`config.mk`:
```
export PLATFORM = sky130hd
export DESIGN_NAME = spi_master_clkgen_burst
export DESIGN_NICKNAME = d
export VERILOG_FILES = /design/src/rtl/spi_master_clkgen_burst.sv
export SDC_FILE = /design/constraint.sdc
export NUM_CORES = 1
export LEC_CHECK = 0
export BUFFER_PORTS_ARGS = -buffer_cell sky130_fd_sc_hd__buf_4
export CAP_MARGIN = 20
export CELL_PAD_IN_SITES_DETAIL_PLACEMENT = 1
export CELL_PAD_IN_SITES_GLOBAL_PLACEMENT = 1
export CORE_MARGIN = 2
export CORE_UTILIZATION = 42
export CTS_CLUSTER_DIAMETER = 30
export DETAILED_ROUTE_END_ITERATION = 16
export PLACE_DENSITY = 0.77
export SYNTH_ARGS = -nofsm -noshare
export SYNTH_HDL_FRONTEND = slang
export SYNTH_SLANG_ARGS = --single-unit
```
`constraint.sdc`:
```
create_clock -name clk -period 2.9 [get_ports clk]
set_clock_uncertainty 0.1 [all_clocks]
set_input_delay 0.145 -clock clk [delete_from_list [all_inputs] [get_ports clk]]
set_output_delay 0.145 -clock clk [all_outputs]
set_load 0.02 [all_outputs]
```
`src/rtl/spi_master_clkgen_burst.sv`:
```
// SPI serial-clock generator: emits a burst of n_cycles SPI clock periods with edge/sample/shift strobes.
// Optional feature macro: SPI_CLKGEN_STALL_EN adds a stall input that pauses the clock between periods.
module spi_master_clkgen_burst #(
  parameter int DIV_W = 8,
  parameter int CYC_W = 8
) (
  input  logic             clk,
  input  logic             rstn,
  input  logic             start,
  input  logic             abort,
  input  logic [DIV_W-1:0] clk_div,
  input  logic             cpol,
  input  logic             cpha,
  input  logic [CYC_W-1:0] n_cycles,
`ifdef SPI_CLKGEN_STALL_EN
  input  logic             stall,
`endif
  output logic             busy,
  output logic             done,
  output logic             spi_clk,
  output logic             spi_rise,
  output logic             spi_fall,
  output logic             sample,
  output logic             shift
);

  typedef enum logic {
    IDLE = 1'b0,
    RUN  = 1'b1
  } state_t;

  state_t           state_reg, state_next;
  logic [DIV_W-1:0] cnt_reg, cnt_next;
  logic [CYC_W:0]   edge_reg, edge_next;
  logic [DIV_W-1:0] div_reg, div_next;
  logic             cpol_reg, cpol_next;
  logic             cpha_reg, cpha_next;
  logic [CYC_W-1:0] n_reg, n_next;
  logic             clk_reg, clk_next;
  logic             done_reg, done_next;

  logic             stall_req;
  logic             at_div;
  logic             leading;
  logic             last;
  logic             fire;
  logic [CYC_W:0]   last_edge;

`ifdef SPI_CLKGEN_STALL_EN
  assign stall_req = stall;
`else
  assign stall_req = 1'b0;
`endif

  // Edge index of the final trailing edge: 2*n - 1.
  assign last_edge = {n_reg, 1'b0} - (CYC_W+1)'(1);
  assign at_div    = (cnt_reg == div_reg);
  assign leading   = ~edge_reg[0];
  assign last      = (edge_reg == last_edge);

  always_ff @(posedge clk or negedge rstn) begin
    if (!rstn) begin
      state_reg <= IDLE;
      cnt_reg   <= '0;
      edge_reg  <= '0;
      div_reg   <= '0;
      cpol_reg  <= 1'b0;
      cpha_reg  <= 1'b0;
      n_reg     <= '0;
      clk_reg   <= 1'b0;
      done_reg  <= 1'b0;
    end else begin
      state_reg <= state_next;
      cnt_reg   <= cnt_next;
      edge_reg  <= edge_next;
      div_reg   <= div_next;
      cpol_reg  <= cpol_next;
      cpha_reg  <= cpha_next;
      n_reg     <= n_next;
      clk_reg   <= clk_next;
      done_reg  <= done_next;
    end
  end

  always_comb begin
    state_next = state_reg;
    cnt_next   = cnt_reg;
    edge_next  = edge_reg;
    div_next   = div_reg;
    cpol_next  = cpol_reg;
    cpha_next  = cpha_reg;
    n_next     = n_reg;
    clk_next   = clk_reg;
    done_next  = 1'b0;
    fire       = 1'b0;

    case (state_reg)
      IDLE: begin
        clk_next = cpol_reg;
        // abort in the same cycle drops the request entirely
        if (start && !abort) begin
          div_next  = clk_div;
          cpol_next = cpol;
          cpha_next = cpha;
          n_next    = n_cycles;
          clk_next  = cpol;
          cnt_next  = '0;
          edge_next = '0;
          if (n_cycles == '0) begin
            done_next = 1'b1;
          end else begin
            state_next = RUN;
          end
        end
      end
      RUN: begin
        if (abort) begin
          state_next = IDLE;
          clk_next   = cpol_reg;
          cnt_next   = '0;
        end else if (at_div) begin
          // Between periods the clock may be held; trailing edges always fire.
          if (!(leading && stall_req)) begin
            fire      = 1'b1;
            clk_next  = ~clk_reg;
            cnt_next  = '0;
            edge_next = edge_reg + (CYC_W+1)'(1);
            if (last) begin
              state_next = IDLE;
              done_next  = 1'b1;
            end
          end
        end else begin
          cnt_next = cnt_reg + DIV_W'(1);
        end
      end
      default: begin
        state_next = IDLE;
      end
    endcase
  end

  assign busy     = (state_reg == RUN);
  assign done     = done_reg;
  assign spi_clk  = clk_reg;
  assign spi_rise = fire & ~clk_reg;
  assign spi_fall = fire &  clk_reg;
  // cpha=0: bit 0 is preloaded, so the last trailing edge has nothing left to shift.
  assign sample   = fire & (cpha_reg ? ~leading : leading);
  assign shift    = fire & (cpha_reg ? leading : (~leading & ~last));

endmodule

```
==> impl_metrics.py <==
metrics = {
    "yosys": {
        "ys_seq_elements": 38,
        "synth_nets": 258,
        "synth.avg_cell_area_um2": 8.68,
        "ys_seq_area_frac": 0.470,
        "synth_cells": 233,
        "ys_types": 33,
        "yosysWarnings": 0,
        "syn_area_um2": 2020,
    },
    "worst_setup_path": {
        "cp_data_required_time_ns": 2.65,
        "cp-start-kind": "flip-flop",
        "rr_endpoint": "edge_reg[8]",
        "cp-startpoint": "n_reg[2]",
        "criticalPathCategory": "reg2out",
        "setup.worst_path.end_class": "primary output",
        "cp.arrival_ns": 2.42,
        "cp_max_fo": 8,
        "reg2reg_from": "cnt_reg[6]",
        "r2r_cells": 6,
        "regToRegSetupSlack_ns": 0.51,
        "endpoint": "shift",
    },
    "route": {
        "viasPerCell": 5.37,
        "wire_per_inst_um": 15.9,
        "drc": 0,
        "drt_wl_total_um": 5410,
        "drt_first_pass_iters": 4,
        "ant_nets": 0,
        "vias": 1826,
        "drtIter0Drc": 85,
    },
    "power_and_ir_drop": {
        "p_comb_frac": 0.351,
        "netSwitchingFraction": 0.383,
        "p_seq_frac": 0.448,
        "p_sw_mw": 0.727,
        "powerDensity_nw_per_um2": 734,
        "p_leak_nw": 1.23,
        "power_mw": 1.90,
        "pwr-share-clk": 0.201,
        "vdd_drop_max_mv": 0.402,
        "p_int_mw": 1.17,
    },
    "min_path": {
        "min_path_type": "in2reg",
        "holdPathStages": 3,
    },
    "finish": {
        "nets": 310,
        "mostFrequentLayoutCell": "nand2_1",
        "finalCoreUtilization": 0.551,
        "layout_common_cells": "nand2_1, dfrtp_1, buf_4",
        "diodes": 0,
        "postLayoutCellArea_um2": 2590,
        "area_growth_syn_to_layout_pct": 28.0,
        "nFillCells": 566,
        "largest_reg_flops": 9,
        "drive_above_1_share": 0.147,
    },
    "sta": {
        "finalCritPeriodShare": 0.920,
        "slew_violations": 0,
        "tightestPinTransition_ns": 0.809,
        "max_freq_mhz": 375,
        "period_needed_ns": 2.67,
        "rsz0062_at_grt": "false",
        "setup_slack_ns": 0.231,
        "setup_tns_ns": 0,
        "slew_headroom": 0.461,
        "setup_viol": 0,
        "hold_viol_final": 0,
    },
    "cts": {
        "cts-root-buf": "clkbuf_8",
        "cts.clk_slew.worst_paths_ns": 0.08,
        "cts_num_sinks": 38,
        "clkLatencyLatePin_ns": 0.29,
        "cts_tree": "built",
        "ctsResizeCount": 0,
        "post_cts_buffers": 0,
        "htree_levels": 2,
        "cts_buffers": 5,
        "cts_buffer_depth": 2,
    },
    "global_route": {
        "grt_max_degree": 39,
        "grt_pass1_wl_um": 9050,
        "gr-usage-all-layers": 0.224,
        "antenna_found_initial": 0,
        "grt_pass1_vias": 1842,
        "grt-ovfl-total": 0,
    },
    "floorplanning": {
        "die_width_um": 73.4,
        "initial_utilization": 0.431,
        "io_pins": 29,
        "rows": 25,
        "dieHeight_um": 73.4,
        "core_um2": 4690,
        "die_area_um2": 5390,
    },
    "flow_run": {
        "max_cap_violations": 0,
    },
    "placement": {
        "dp_hpwl_um": 3500,
        "place_area_um2": 2310,
        "place_congestion": 0.747,
        "io_buffers": 28,
        "post-place-ws_ns": 0.541,
    },
    "status": {
        "outcome": "finished clean",
    },
}
==> metal layers <==
layer	wire length, um	GRT usage	vias to the layer above
met1	2380	0.280	891
met3	100	0.0370	8
met2	2820	0.389	22
li1	-	-	905
met4	115	0.0768	0
met5	0	0	-
==> through the flow <==
step,cells,hold WS (ns)
after CTS,340,0.102
after global routing,340,0.138
final,340,0.0985
after floorplan,233,-0.251
after detailed placement,313,0.0474
after global placement,313,0.0430
==> logic make-up after synthesis <==
group	after synthesis	share of synthesized area
buf+inv	12	0.0229
xor+xnor	23	0.0996
compound gates	40	0.121
simple gates	117	0.267
fa+ha+maj	3	0.0186
flops	38	0.470
==> worst max-delay path, cell delays in order, from the launching register on <==
cell and delay [ns]:
dfrtp_1 0.47, or4_1 0.51, or3_1 0.31, a211oi_1 0.24
o2111ai_1 0.22, and3b_1 0.24, buf_4 0.15
==> worst min path at each step <==
stage	startpoint	endpoint	slack (ns)
final	abort	spi_clk	0.1
after global routing	abort	spi_clk	0.14
after CTS	abort	spi_clk	0.10
after detailed placement	rstn	n_reg[3]	0.05
after global placement	rstn	edge_reg[3]	0.04
after floorplan	rstn	busy	-0.25
==> final cells by class <==
cell class                      count  area (um2)  area share
Sequential cell                    38         951       0.368
Tap cell                           54        67.6      0.0261
Inverter                            6        22.5     0.00870
Clock inverter                      1        5.00     0.00193
Multi-Input combinational cell    183        1020       0.396
Clock buffer                        7        86.3      0.0334
Timing Repair Buffer               51         430       0.166
==> what timing repair did <==
action,4_1_cts,5_1_grt
hold endpoints to repair,56,0
hold buffers,19,0
setup endpoints to repair,0,0
==> power by group through the flow <==
stage / sequential (mW) / combinational (mW) / clock (mW)
global placement: 0.856 / 0.625 / 0
floorplan: 0.813 / 0.457 / 0
CTS: 0.852 / 0.661 / 0.387
detailed placement: 0.861 / 0.638 / 0
finish: 0.852 / 0.666 / 0.382
global route: 0.878 / 0.746 / 0.409
==> synth_stat cells <==
| cell | instances | area (um2) |
|---|---|---|
| nand2_1 | 66 | 248 |
| dfrtp_1 | 38 | 951 |
| o21ai_0 | 14 | 70.1 |
| nor2_1 | 13 | 48.8 |
| xor2_1 | 13 | 114 |
| a21oi_1 | 11 | 55.1 |
| xnor2_1 | 10 | 87.6 |
| nand3_1 | 9 | 45.0 |
| inv_1 | 6 | 22.5 |
| nand4_1 | 5 | 31.3 |
| nor4_1 | 5 | 31.3 |
| clkbuf_1 | 4 | 15.0 |
| or3_1 | 4 | 25.0 |
| or4_1 | 4 | 30.0 |
| a22o_1 | 3 | 26.3 |
| ha_1 | 3 | 37.5 |
| nor3_1 | 3 | 15.0 |
| o31ai_1 | 3 | 22.5 |
| a211oi_1 | 2 | 15.0 |
| a21o_1 | 2 | 15.0 |
| and3_1 | 2 | 12.5 |
| nor4_2 | 2 | 25.0 |
| a211o_1 | 1 | 8.76 |
| and3b_1 | 1 | 8.76 |
| buf_1 | 1 | 3.75 |
| buf_2 | 1 | 5.00 |
| nand2b_1 | 1 | 6.26 |
| nor3b_1 | 1 | 7.51 |
| o2111ai_1 | 1 | 8.76 |
| o211a_1 | 1 | 10.0 |
| o211ai_1 | 1 | 7.51 |
| o22ai_1 | 1 | 6.26 |
| or2_2 | 1 | 6.26 |
Note: power is estimated with default switching activity, not from simulation.
